$ cat src/rtl/ope_pkg.sv
// Shared constants and types for the modular-exponentiation datapath stages.
package ope_pkg;

  localparam int WIDTH  = 32;
  localparam int DIGIT  = 8;
  localparam int NDIG   = WIDTH / DIGIT;
  localparam int NSTEP  = NDIG * NDIG;
  localparam int IDX_W  = $clog2(NDIG);
  localparam int CNT_W  = $clog2(NSTEP);
  localparam int PROD_W = 2 * WIDTH;

  typedef enum logic {
    IDLE = 1'b0,
    RUN  = 1'b1
  } state_e;

  // Low bits of the step count pick the multiplicand digit, high bits the multiplier digit.
  function automatic logic [IDX_W-1:0] digitIdxA(input logic [CNT_W-1:0] cnt);
    return cnt[IDX_W-1:0];
  endfunction

  function automatic logic [IDX_W-1:0] digitIdxB(input logic [CNT_W-1:0] cnt);
    return cnt[CNT_W-1:IDX_W];
  endfunction

  function automatic logic [DIGIT-1:0] getDigit(input logic [WIDTH-1:0] word,
                                                input logic [IDX_W-1:0] idx);
    return word[idx*DIGIT +: DIGIT];
  endfunction

endpackage

$ cat src/rtl/mul_8.sv
// Combinational 8x8 -> 16-bit unsigned digit multiplier.
module mul_8
  import ope_pkg::*;
(
  input  logic [DIGIT-1:0]   a_i,
  input  logic [DIGIT-1:0]   b_i,
  output logic [2*DIGIT-1:0] p_o
);

  assign p_o = (2*DIGIT)'(a_i) * (2*DIGIT)'(b_i);

endmodule

$ cat src/rtl/mul_32.sv
// Digit-serial 32x32 -> 64-bit unsigned multiplier: one 8x8 partial product per clock.
module mul_32
  import ope_pkg::*;
(
  input  logic              clk,
  input  logic              rst,
  input  logic              start,
  input  logic [WIDTH-1:0]  ina,
  input  logic [WIDTH-1:0]  inb,
  output logic              busy,
  output logic              done,
  output logic [PROD_W-1:0] result
);

  state_e              state_q, state_d;
  logic [WIDTH-1:0]    rega_q, rega_d;
  logic [WIDTH-1:0]    regb_q, regb_d;
  logic [PROD_W-1:0]   acc_q, acc_d;
  logic [PROD_W-1:0]   result_q, result_d;
  logic [CNT_W-1:0]    cnt_q, cnt_d;
  logic                done_q, done_d;

  logic [IDX_W-1:0]    idxA, idxB;
  logic [2*DIGIT-1:0]  partial;
  logic [IDX_W:0]      digitSum;
  logic [5:0]          shamt;
  logic [PROD_W-1:0]   term;
  logic                lastStep;

  assign idxA     = digitIdxA(cnt_q);
  assign idxB     = digitIdxB(cnt_q);
  assign digitSum = {1'b0, idxA} + {1'b0, idxB};
  assign shamt    = {digitSum, 3'b000};
  assign lastStep = (cnt_q == CNT_W'(NSTEP - 1));

  mul_8 uDigitMul (
    .a_i (getDigit(rega_q, idxA)),
    .b_i (getDigit(regb_q, idxB)),
    .p_o (partial)
  );

  assign term = PROD_W'(partial) << shamt;

  always_ff @(posedge clk) begin
    if (rst) begin
      state_q  <= IDLE;
      rega_q   <= '0;
      regb_q   <= '0;
      acc_q    <= '0;
      result_q <= '0;
      cnt_q    <= '0;
      done_q   <= 1'b0;
    end else begin
      state_q  <= state_d;
      rega_q   <= rega_d;
      regb_q   <= regb_d;
      acc_q    <= acc_d;
      result_q <= result_d;
      cnt_q    <= cnt_d;
      done_q   <= done_d;
    end
  end

  always_comb begin
    state_d = state_q;
    unique case (state_q)
      IDLE: if (start) state_d = RUN;
      RUN:  if (lastStep) state_d = IDLE;
      default: state_d = IDLE;
    endcase
  end

  // Operand latch and shift/accumulate; done is a one-cycle pulse by defaulting low.
  always_comb begin
    rega_d   = rega_q;
    regb_d   = regb_q;
    acc_d    = acc_q;
    result_d = result_q;
    cnt_d    = cnt_q;
    done_d   = 1'b0;
    unique case (state_q)
      IDLE: begin
        if (start) begin
          rega_d = ina;
          regb_d = inb;
          acc_d  = '0;
          cnt_d  = '0;
        end
      end
      RUN: begin
        acc_d = acc_q + term;
        if (lastStep) begin
          result_d = acc_q + term;
          done_d   = 1'b1;
          cnt_d    = '0;
        end else begin
          cnt_d = cnt_q + 1'b1;
        end
      end
      default: ;
    endcase
  end

  always_comb begin
    busy   = (state_q == RUN);
    done   = done_q;
    result = result_q;
  end

endmodule

$ cat config.mk
export PLATFORM = sky130hd
export DESIGN_NAME = mul_32
export DESIGN_NICKNAME = d
export VERILOG_FILES = /design/src/rtl/ope_pkg.sv /design/src/rtl/mul_8.sv /design/src/rtl/mul_32.sv
export SDC_FILE = /design/constraint.sdc
export NUM_CORES = 1
export LEC_CHECK = 0
export CAP_MARGIN = 15
export CORE_ASPECT_RATIO = 1.75
export CORE_MARGIN = 10
export CORE_UTILIZATION = 50
export DETAILED_ROUTE_END_ITERATION = 6
export MAX_ROUTING_LAYER = met4
export PLACE_DENSITY = 0.71
export SKIP_CTS_REPAIR_TIMING = 1
export SKIP_LAST_GASP = 1
export SLEW_MARGIN = 20
export SYNTH_ARGS = -nofsm -noshare
export SYNTH_HDL_FRONTEND = slang
export SYNTH_SLANG_ARGS = --single-unit
$ cat constraint.sdc
create_clock -name clk -period 11.3 [get_ports clk]
set_clock_uncertainty 0.2 [all_clocks]
set_input_delay 1.695 -clock clk [delete_from_list [all_inputs] [get_ports clk]]
set_output_delay 1.695 -clock clk [all_outputs]
set_load 0.005 [all_outputs]
==> flow_summary_export.csv <==
group,metric,value,unit
route,drt_pass1_iterations,5,
setup_path,critPathArrivalTime,9.58,ns
yosys,synth_flop_cell,"dfxtp_1",
finish,final_util,0.578,
clock_network,numCtsBuffers,17,
setup_path,end_kind,"flop",
yosys,post-synth-top-count-cell,"nand2_1",
route,via_count,13300,
die,die_w,147,microns
setup_path,crit_path_max_fanout,14,
yosys,synth_edf_count,0,
power,leakagePower,6.52,nW
finish,diodes,0,
clock_network,cts_tree,"done",
yosys,ys.warnings.count,0,
yosys,netlist_instances,1805,
timing,max_slew_margin,0.341,
global_routing,antenna_found_initial,0,
route,drc,0,
die,core,27900,sq um
finish,area_delta_synth_final,14.4,%
yosys,synth.cells.most_frequent,"nand2_1, a21oi_1, dfxtp_1",
global_routing,grt_pass1_vias,13300,
clock_network,ctsHtreeMaxLevel,4,
global_routing,grt_pass1_wl,71.5,mm
yosys,ys_seq_area_frac,0.281,
setup_path,critPathLaunchType,"flop",
yosys,synth_top_cell_by_area,"dfxtp_1",
setup_path,required,11.48,ns
timing,finalCriticalPeriod,9.39,ns
die,io_pins,133,
timing,timing.final.crit_share,0.831,
yosys,synthArstFlopShare,0,
placement,dpl.hpwl,35.6,mm
power,p_per_area,94.0,nW/um^2
timing,hold_viol,0,
run_status,status,"finished clean",
placement,port_buffers,132,
yosys,yosys.cell_types.count,79,
yosys,synth_area_leaders,"dfxtp_1, ha_1, nand2_1",
clock_network,clock_latency,0.48,ns
finish,drive_above_1_share,0.0403,
route,wirelength,46.1,mm
placement,place.gp.congestion,1.01,
yosys,synthesis.area,14100,sq um
timing,slew_viol_final,0,
yosys,netlist.area_leader.share,0.281,
die,die-area,35600,sq um
yosys,avgSynthCellArea,7.81,sq um
die,start_util,0.506,
yosys,synthesis.nets,2011,
power,sequentialPowerShare,0.479,
clock_network,cts_root_buf,"clkbuf_16",
global_routing,grt_max_degree,82,
route,drt_iter0_markers,755,
placement,placed_cells,2202,
clock_network,cts.path.max_buffers,2,
clock_network,clock_sinks,198,
global_routing,grt-ovfl-total,0,
power,max-vdd-ir-drop,0.000122,V
timing,tns,0,ns
timing,worst_pin_slew,0.985,ns
run,max-cap-violations,0,
route,viasPerCell,5.96,
power,power.switching,0.418,mW
timing,fmax,106,MHz
timing,rsz0062_at_grt,"false",
route,wl_per_cell,20.7,microns
setup_path,critPathKind,"flop to flop",
power,pwr-share-comb,0.114,
finish,fin_cells,2234,
global_routing,grt_usage,0.259,
setup_path,ff2ff_setup_slack,1.91,ns
yosys,ys_ff_latch,198,
timing,finalSetupViolations,0,
power,p_clk_frac,0.408,
power,internal_power,1.10,mW
die,dieHeight,242,microns
hold_path,hold_class,"flop to flop",
finish,num-nets-final,2055,
clock_network,clk_pin_slew,0.08,ns
die,rows,81,
route,ant_nets,0,
power,sw_frac_of_total,0.276,
==> per-stage QoR <==
step | cell area (sq um) | setup WS [ns] | power, mW | hold WS, ns
after floorplan | 14100 | 3.45 | 0.844 | 0.232
after global placement | 15500 | 2.16 | 0.907 | 0.240
after detailed placement | 15500 | 2.12 | 0.911 | 0.246
after CTS | 16100 | 2.10 | 1.52 | 0.256
after global routing | 16100 | 1.52 | 1.57 | 0.271
final | 16100 | 1.91 | 1.51 | 0.253
==> final cells by class <==
type                       instances  area (sq um)
clock buffer                      21           460
clock inverter                    10           111
fill                            2607         11800
inverter                          76           285
multi-input combinational       1414          9420
sequential                       198          3970
tap                              373           467
timing repair buffer             142          1400
==> flip-flops by register name, indices dropped and copies added, names as in the netlist <==
register  cells
cnt_q         4
busy          1
rega_q       32
result       64
done          1
regb_q       32
acc_q        64
==> power groups by stage <==
stage	Clock [mW]	Combinational, mW	Sequential (mW)
after global routing	0.651	0.188	0.726
final	0.618	0.172	0.725
after floorplan	0	0.110	0.734
after global placement	0	0.167	0.740
after detailed placement	0	0.170	0.741
after CTS	0.625	0.171	0.725
==> final timing paths <==
kind                end       start  cells after the start
min reg2reg  regb_q[23]  regb_q[23]                      2
max reg2reg   acc_q[63]    cnt_q[0]                     26
max           acc_q[63]    cnt_q[0]                     26
min          regb_q[23]  regb_q[23]                      2
==> cells in the final DEF, fill, tap and decap left out, types with 8 or more instances in the layout <==
cell type	netlist	routed
nor3_1	21	20
mux4_2	16	16
a22o_1	11	11
fa_1	38	38
clkdlybuf4s50_1	0	131
xor2_1	26	26
and3_1	10	10
nand3_1	44	44
xnor2_1	38	38
inv_1	75	75
o21a_1	13	13
clkbuf_16	0	17
nand4_1	39	39
or4_1	12	12
a21o_1	36	36
o21ai_1	8	8
o22ai_1	10	10
a31oi_1	19	19
nor3b_1	34	34
o211ai_1	9	9
and4_1	12	12
nor2_1	122	121
ha_1	101	101
dfxtp_1	198	197
a211oi_1	14	14
a21oi_1	220	220
nor2b_1	13	12
nor4_1	9	9
nand2_1	308	307
o21bai_1	25	25
and2_1	61	61
o21ai_0	53	53
buf_4	1	10
==> logic make-up (layout without fill, tap and decap cells) <==
family | after synthesis | after routing | share of synthesized area
AO/OA/AOI/OAI | 484 | 484 | 0.215
XOR/XNOR | 64 | 64 | 0.0398
adder cells (fa/ha/maj) | 139 | 139 | 0.144
buffers and inverters | 193 | 249 | 0.0523
flip-flops | 198 | 198 | 0.281
multiplexers | 18 | 18 | 0.0271
AND/OR/NAND/NOR | 709 | 709 | 0.241
==> per-layer routing <==
layer | vias to the layer above | part of all wire | track usage
met4 | 0 | 0.066 | 0.173
met5 | - | 0 | -
met3 | 157 | 0.045 | 0.0395
met2 | 453 | 0.54 | 0.471
li1 | 6457 | - | -
met1 | 6250 | 0.35 | 0.244
==> worst max-delay path, stage by stage, from the launching register on <==
cell      delay (ns)
dfxtp_1         0.78
mux4_2          0.70
and2_1          0.24
fa_1            0.51
fa_1            0.51
fa_1            0.54
inv_1           0.05
fa_1            0.52
inv_1           0.04
ha_1            0.32
o21a_1          0.19
o21a_1          0.18
a21oi_1         0.17
xor2_1          0.33
nor2_1          0.07
a21oi_1         0.57
nor2_1          0.09
ha_1            0.47
nand2_1         0.17
nor3_1          0.29
o311ai_0        0.25
a31oi_1         0.51
a31oi_1         0.34
o311a_1         0.38
or3_1           0.41
o21bai_1        0.18
a32o_1          0.26
Note: power is estimated with default switching activity, not from simulation.
